**src/rtl/cpu_pkg.sv**
```systemverilog
// Shared processor definitions: datapath widths, register address/word types
// and the saturating write counter helper used by the register file.
package cpu_pkg;

   localparam int DATA_W    = 8;
   localparam int ADDR_W    = 3;
   localparam int REG_COUNT = 2**ADDR_W;
   localparam int CNT_W     = 8;

   typedef logic [ADDR_W-1:0] reg_addr_t;
   typedef logic [DATA_W-1:0] word_t;
   typedef logic [CNT_W-1:0]  count_t;

   // Counter sticks at all-ones instead of wrapping.
   function automatic count_t sat_inc(input count_t c);
      return (c == '1) ? c : c + count_t'(1);
   endfunction

endpackage

```
**src/rtl/reg_read_port.sv**
```systemverilog
// One combinational read port of the register file: address decode,
// same-cycle write bypass and the "written since reset" valid flag.
module reg_read_port #(
   parameter int DATA_W = 8,
   parameter int ADDR_W = 3,
   parameter int BYPASS = 1
) (
   input  logic [DATA_W-1:0]      regs [2**ADDR_W],
   input  logic [2**ADDR_W-1:0]   written,
   input  logic [ADDR_W-1:0]      rd_addr,
   input  logic                   wr_active,
   input  logic [ADDR_W-1:0]      wr_addr,
   input  logic [DATA_W-1:0]      wr_data,
   output logic [DATA_W-1:0]      rd_data,
   output logic                   rd_valid
);

   always_comb begin
      rd_data  = regs[rd_addr];
      rd_valid = written[rd_addr];
      // wr_active is already qualified by reset, so bypass is dead during reset.
      if ((BYPASS != 0) && wr_active && (wr_addr == rd_addr)) begin
         rd_data  = wr_data;
         rd_valid = 1'b1;
      end
   end

endmodule

```
**src/rtl/reg_file.sv**
```systemverilog
// Eight-entry register file feeding the ALU: one write per clock, two
// combinational read ports, sticky written mask and a saturating write count.
module reg_file
   import cpu_pkg::count_t, cpu_pkg::sat_inc;
#(
   parameter int DATA_W = 8,
   parameter int ADDR_W = 3,
   parameter int BYPASS = 1
) (
   input  logic                    clk,
   input  logic                    reset_n,
   input  logic                    write_en,
   input  logic [ADDR_W-1:0]       in_addr,
   input  logic [DATA_W-1:0]       in_data,
   input  logic [ADDR_W-1:0]       out1_addr,
   input  logic [ADDR_W-1:0]       out2_addr,
   output logic [DATA_W-1:0]       out1,
   output logic [DATA_W-1:0]       out2,
   output logic                    out1_valid,
   output logic                    out2_valid,
   output logic [2**ADDR_W-1:0]    written,
   output count_t                  write_count
);

   localparam int REG_COUNT = 2**ADDR_W;

   logic [DATA_W-1:0]    regs_q [REG_COUNT];
   logic [DATA_W-1:0]    regs_d [REG_COUNT];
   logic [REG_COUNT-1:0] written_q;
   logic [REG_COUNT-1:0] written_d;
   count_t               write_count_q;
   count_t               write_count_d;
   logic                 wr_active;

   always_comb begin
      regs_d        = regs_q;
      written_d     = written_q;
      write_count_d = write_count_q;
      if (write_en) begin
         regs_d[in_addr]    = in_data;
         written_d[in_addr] = 1'b1;
         write_count_d      = sat_inc(write_count_q);
      end
   end

   always_ff @(posedge clk or negedge reset_n) begin
      if (!reset_n) begin
         regs_q        <= '{default: '0};
         written_q     <= '0;
         write_count_q <= '0;
      end else begin
         regs_q        <= regs_d;
         written_q     <= written_d;
         write_count_q <= write_count_d;
      end
   end

   assign wr_active   = write_en & reset_n;
   assign written     = written_q;
   assign write_count = write_count_q;

   reg_read_port #(.DATA_W(DATA_W), .ADDR_W(ADDR_W), .BYPASS(BYPASS)) u_rd1 (
      .regs      (regs_q),
      .written   (written_q),
      .rd_addr   (out1_addr),
      .wr_active (wr_active),
      .wr_addr   (in_addr),
      .wr_data   (in_data),
      .rd_data   (out1),
      .rd_valid  (out1_valid)
   );

   reg_read_port #(.DATA_W(DATA_W), .ADDR_W(ADDR_W), .BYPASS(BYPASS)) u_rd2 (
      .regs      (regs_q),
      .written   (written_q),
      .rd_addr   (out2_addr),
      .wr_active (wr_active),
      .wr_addr   (in_addr),
      .wr_data   (in_data),
      .rd_data   (out2),
      .rd_valid  (out2_valid)
   );

endmodule
```
**config.mk**
```make
export PLATFORM = sky130hd
export DESIGN_NAME = reg_file
export DESIGN_NICKNAME = d
export VERILOG_FILES = /design/src/rtl/cpu_pkg.sv /design/src/rtl/reg_read_port.sv /design/src/rtl/reg_file.sv
export SDC_FILE = /design/constraint.sdc
export NUM_CORES = 1
export LEC_CHECK = 0
export ABC_AREA = 0
export BUFFER_PORTS_ARGS = -buffer_cell sky130_fd_sc_hd__buf_2
export CORE_UTILIZATION = 45
export CTS_BUF_LIST = sky130_fd_sc_hd__clkbuf_4
export DETAILED_ROUTE_END_ITERATION = 6
export PLACE_DENSITY = 0.63
export REMOVE_ABC_BUFFERS = 1
export SYNTH_ARGS = -nofsm -noshare
export SYNTH_HDL_FRONTEND = slang
export SYNTH_SLANG_ARGS = --single-unit
```
**constraint.sdc**
```tcl
create_clock -name clk -period 3 [get_ports clk]
set_clock_uncertainty 0.05 [all_clocks]
set_input_delay 0.15 -clock clk [delete_from_list [all_inputs] [get_ports clk]]
set_output_delay 0.15 -clock clk [all_outputs]
set_load 0.02 [all_outputs]
```
=== After elaboration in Yosys (flattened, before gate mapping) ===
Index checks and enable logic that the tools add are counted.

* Register bits after elaboration: 80
* Bits of input ports: 20
* Output and inout port bits: 34
* Word-level logic and storage cells: 52

* Add/sub/neg operators: 1
* Order comparisons: 8
* Equality and inequality tests: 3
* Muxes and demuxes: 19
* Bitwise operators: 6
* Reduce and logical (&&, ||, !) cells: 5

{| class="wikitable"
|+ Operators by type and width
! cell !! count
|-
| $bwmux 64 || 1
|-
| $mux 8 || 7
|-
| $bmux 8 s3 || 2
|-
| $demux 8 s3 || 1
|-
| $ge 4x4->1 const B || 3
|-
| $lt 3x4->1 const B || 3
|-
| $not 3->4 || 3
|-
| $add 8x1->8 const B || 1
|-
| $eq 8x8->1 const B || 1
|-
| $or 8x8->8 || 1
|-
| $bmux 1 s3 || 2
|-
| $eq 3x3->1 || 2
|-
| $mux 1 || 5
|-
| $logic_and 1x1->1 || 4
|-
| $lt 4x1->1 const B || 1
|-
| $demux 1 s3 || 1
|-
| $ge 3x1->1 const B || 1
|-
| $reduce_and 2->1 || 1
|-
| $and 1x1->1 || 1
|-
| $not 1->1 || 1
|}

=== Logic depth before layout (Yosys ltp) ===
* Depth after elaboration: 6
* Mapped depth: 5

=== Hierarchy ===
Synthesis repeated with hierarchy kept, for this count alone.

* Cell total of the unflattened synthesis: 284
* Area total of the unflattened synthesis: 4647.0 um2

{| class="wikitable"
|+ Modules (own cells, without submodules)
! module !! instances !! cells an instance !! area an instance (um2)
|-
| reg_file || 1 || 194 || 3133.0
|-
| reg_read_port || 2 || 45 || 757.0
|}

=== Least setup slack after synthesis ===
Ideal clock, no wire load.

* Path type: input to output
* From: input port out1_addr[2]
* To: output port out1[0]
* Arrival: 1.559 ns
* Data required time: 2.800 ns
* Path slack: 1.241 ns
* Cell stages on the path: 5
* Buffers on the path: 2
* Cell sequence: clkbuf_1 buf_2 mux4_2 mux2_2 mux2_2

* Word-level cells in the longest chain between the ends: 5
* Elaborated cells on any way between the ends: 7
* Those cells by class: eq/ne: 1; mux: 4; bitwise: 1; reduce/logical: 1

{| class="wikitable"
|+ Ends and longest elaborated chain
! what !! line !! source
|-
| start: declaration || reg_file.sv:15 || <nowiki>input logic [ADDR_W-1:0] out1_addr,</nowiki>
|-
| $not 3->4 (not written as such) || reg_read_port.sv:19 || <nowiki>rd_data = regs[rd_addr];</nowiki>
|-
| $bmux 8 s3 || reg_read_port.sv:19 ||
|-
| $mux 8 (not written as such) (2 in series) || reg_read_port.sv:19 ||
|-
| $mux 8 (*) || reg_read_port.sv:22 || <nowiki>if ((BYPASS != 0) && wr_active && (wr_addr == rd_addr)) begin</nowiki>
|-
| end: declaration || reg_file.sv:17 || <nowiki>output logic [DATA_W-1:0] out1,</nowiki>
|}

Every way passes the cells marked *; elsewhere a longest branch is shown, timed or not. The select of a mux whose other input is x is not followed.

=== Worst setup path after layout ===
* From: input port reset_n
* To: output port out2[0]

* Word-level cells in the longest chain between the ends: 3

{| class="wikitable"
|+ Ends and longest elaborated chain
! what !! line !! source
|-
| start: declaration || reg_file.sv:11 || <nowiki>input logic reset_n,</nowiki>
|-
| $and 1x1->1 || reg_file.sv:58 || <nowiki>assign wr_active = write_en & reset_n;</nowiki>
|-
| $logic_and 1x1->1 || reg_read_port.sv:22 ||
|-
| $mux 8 || reg_read_port.sv:22 ||
|-
| end: declaration || reg_file.sv:18 || <nowiki>output logic [DATA_W-1:0] out2,</nowiki>
|}

No other way between the ends.

==> impl_metrics.py <==
metrics = {
    "global_route": {
        "grt_max_degree": 52,
        "gr-usage-met2": 0.331,
        "use_met1": 0.296,
        "grt_pass1_vias": 2823,
        "met3_usage": 0.0359,
        "top_usage_layer": "met2",
        "antenna_found_initial": 0,
        "grt.total_usage": 0.211,
        "grt_overflow": 0,
        "grt_pass1_wl_um": 15900,
    },
    "clock_network": {
        "postCtsSetupRepairBufs": 0,
        "cts_tree": "yes",
        "cts-root-buf": "clkbuf_4",
        "cts_max_path_buffers": 2,
        "cts_buffers": 9,
        "cts_num_sinks": 80,
        "cts_resized": 0,
        "path_clk_slew_ns": 0.13,
        "insertion_delay_ns": 0.42,
        "postCtsHoldBufs": 1,
        "htree_levels": 3,
    },
    "routing": {
        "drt_iter0_drc": 142,
        "routed_wl_um": 10300,
        "drc": 0,
        "drt-wirelength-per-cell_um": 21.3,
        "vias": 2812,
        "antenna_left": 0,
        "drt-vias-per-instance": 5.80,
        "drt_pass1_iterations": 4,
    },
    "placed_design": {
        "place_hpwl_um": 6870,
        "dp.cells": 468,
        "io_buffers": 53,
        "gp_congestion": 0.778,
    },
    "die": {
        "dieHeight_um": 103,
        "initial_utilization": 0.465,
        "die_area_mm2": 0.0105,
        "rows": 36,
        "io-pin-count": 54,
        "coreArea_mm2": 0.00977,
        "die_x_um": 103,
    },
    "power": {
        "ir_drop_mv": 0.319,
        "cellPowerDensity_mw_per_mm2": 628,
        "p_clk_frac": 0.201,
        "switchingPower_mw": 1.04,
        "cellLeakagePower_nw": 2.08,
        "swShare": 0.327,
        "power_frac_seq": 0.478,
        "p_int_mw": 2.14,
        "p_comb_frac": 0.321,
    },
    "cells_and_area": {
        "final_layout_size_suffix_gt1_frac": 0.605,
        "synthToLayoutAreaGrowth_pct": 11.6,
        "diodes": 0,
        "fin_util": 0.520,
        "nets": 368,
        "layout.cells.non_filler": 485,
    },
    "logic_synthesis": {
        "ys_top_cells_by_area": "dfrtp_1, mux2_2, mux4_2, mux4_1, xor2_1",
        "ys.warnings.count": 0,
        "synth_seq_cells": 80,
        "yosysTopAreaCell": "dfrtp_1",
        "syn-cell-area_mm2": 0.00455,
        "synth_top_area_frac": 0.440,
        "synth_cell_types": 32,
        "synthCells": 292,
        "syn_avg_cell_area_um2": 15.6,
        "ys_seq_area_frac": 0.440,
    },
    "timing": {
        "max_slew_margin": 0.457,
        "tns_ns": 0,
        "layout_min_cycle_time_ns": 2.41,
        "min_period_over_period": 0.804,
        "hold_viol": 0,
        "final_max_slew_viol_count": 0,
        "rsz0062_at_grt": "no",
        "fmax_mhz": 415,
        "setup_viol": 0,
        "worst_pin_slew_ns": 0.811,
    },
    "status": {
        "outcome": "complete, no violations",
    },
    "critical_path": {
        "start_kind": "primary input",
        "end_kind": "output pin",
        "worstSetupPathType": "in2out",
        "crit_required_ns": 2.80,
        "arrival_ns": 2.21,
        "worstPathMaxFanout": 6,
    },
    "min_path": {
        "hp-class": "in2reg",
    },
    "flow_run": {
        "cap_violations": 0,
    },
}
==> cell usage in the layout (no fill, tap or decap) <==
master         Yosys  layout
nand3_1            2       2
o2111ai_1          1       1
nor4_4             2       2
xor2_4             1       1
ha_1               1       1
clkinvlp_4         0       1
buf_4              0      13
clkinv_1           0       2
o21ai_0            1       1
dlygate4sd3_1      0       1
nor3_2             2       2
clkbuf_4           0       9
mux4_1            11      11
clkinv_4           0       2
a21oi_1            3       3
mux4_2            25      25
inv_6              0       1
and3_1             3       3
or2_2              4       4
nor3b_2            2       2
a31oi_1            2       2
buf_2              5      52
nor2_1             1       1
nand4_1            3       3
nor2b_1            2       2
mux2_2            98      98
xor2_1             5       5
xnor2_1            3       3
bufinv_16          0       1
nand2b_1           6       6
and2_1             1       1
dfrtp_1           80      80
a211o_1            2       2
nand4b_1           3       3
and4_1             2       2
nand2_1            4       4
==> logic make-up after synthesis <==
| group | synth area share |
|---|---|
| XOR/XNOR | 0.0215 |
| adder cells (fa/ha/maj) | 0.00275 |
| flip-flops | 0.440 |
| buffers and inverters | 0.0316 |
| multiplexers | 0.430 |
| AO/OA/AOI/OAI | 0.0129 |
| AND/OR/NAND/NOR | 0.0613 |
==> metrics by stage <==
stage                     hold WS (ns)  setup WS, ns  area, µm²  total power [mW]
after detailed placement         0.194         0.695       4930              2.57
after floorplan                 -0.196          1.38       4410              2.23
after global routing            0.0227         0.503       5080              3.38
after global placement           0.189         0.676       4930              2.54
after CTS                      0.00439         0.585       5080              3.23
final                           0.0354         0.587       5080              3.19
==> Yosys cell counts <==
cell / instances
a211o_1: 2
a21oi_1: 3
a31oi_1: 2
and2_1: 1
and3_1: 3
and4_1: 2
buf_1: 8
buf_12: 2
buf_2: 5
buf_6: 3
clkbuf_1: 4
dfrtp_1: 80
ha_1: 1
mux2_2: 98
mux4_1: 11
mux4_2: 25
nand2_1: 4
nand2b_1: 6
nand3_1: 2
nand4_1: 3
nand4b_1: 3
nor2_1: 1
nor2b_1: 2
nor3_2: 2
nor3b_2: 2
nor4_4: 2
o2111ai_1: 1
o21ai_0: 1
or2_2: 4
xnor2_1: 3
xor2_1: 5
xor2_4: 1
==> worst max-delay path, cell delays in order <==
cell and delay (ns):
dlygate4sd3_1 0.53, buf_4 0.14, nand2_1 0.13, nor4_4 0.49, buf_4 0.27, mux2_2 0.35, buf_2 0.16
==> power by group through the flow <==
stage | clock network [mW] | logic [mW] | registers [mW]
after floorplan | 0 | 0.692 | 1.54
after global placement | 0 | 1.01 | 1.54
after detailed placement | 0 | 1.03 | 1.54
after CTS | 0.671 | 1.03 | 1.52
after global routing | 0.712 | 1.11 | 1.56
final | 0.641 | 1.02 | 1.53
==> registers in the layout, summed over array words and instances (netlist names) <==
register	count
regs_q	64
write_count	8
written	8
==> metal layers <==
| layer | share of wire | vias up | routed length [µm] |
|---|---|---|---|
| li1 | - | 1246 | - |
| met1 | 0.46 | 1493 | 4750 |
| met2 | 0.49 | 60 | 5070 |
| met3 | 0.037 | 13 | 381 |
| met4 | 0.013 | 0 | 138 |
| met5 | 0 | - | 0 |
==> final timing paths <==
check,from,endpoint,slack [ns],cells past startpoint
worst max-delay path,reset_n,out2[0],0.59,7
worst min-delay path,in_data[4],regs_q[28]$_DFFE_PN0P_,0.04,2
worst max register to register,write_count[0]$_DFFE_PN0P_,write_count[1]$_DFFE_PN0P_,1.41,4
worst min register to register,write_count[0]$_DFFE_PN0P_,write_count[0]$_DFFE_PN0P_,0.48,1
max in group asynchronous,reset_n,regs_q[23]$_DFFE_PN0P_,1.61,4
min in group asynchronous,reset_n,written[2]$_DFFE_PN0P_,0.27,3
==> layout make-up <==
| class | count | area, µm² |
|---|---|---|
| fill | 864 | 4700 |
| timing repair buffer | 66 | 368 |
| clock inverter | 7 | 71.3 |
| sequential | 80 | 2000 |
| tap | 133 | 166 |
| clock buffer | 9 | 67.6 |
| multi-input combinational | 190 | 2400 |
No activity file was read; power rests on OpenSTA's default activity.
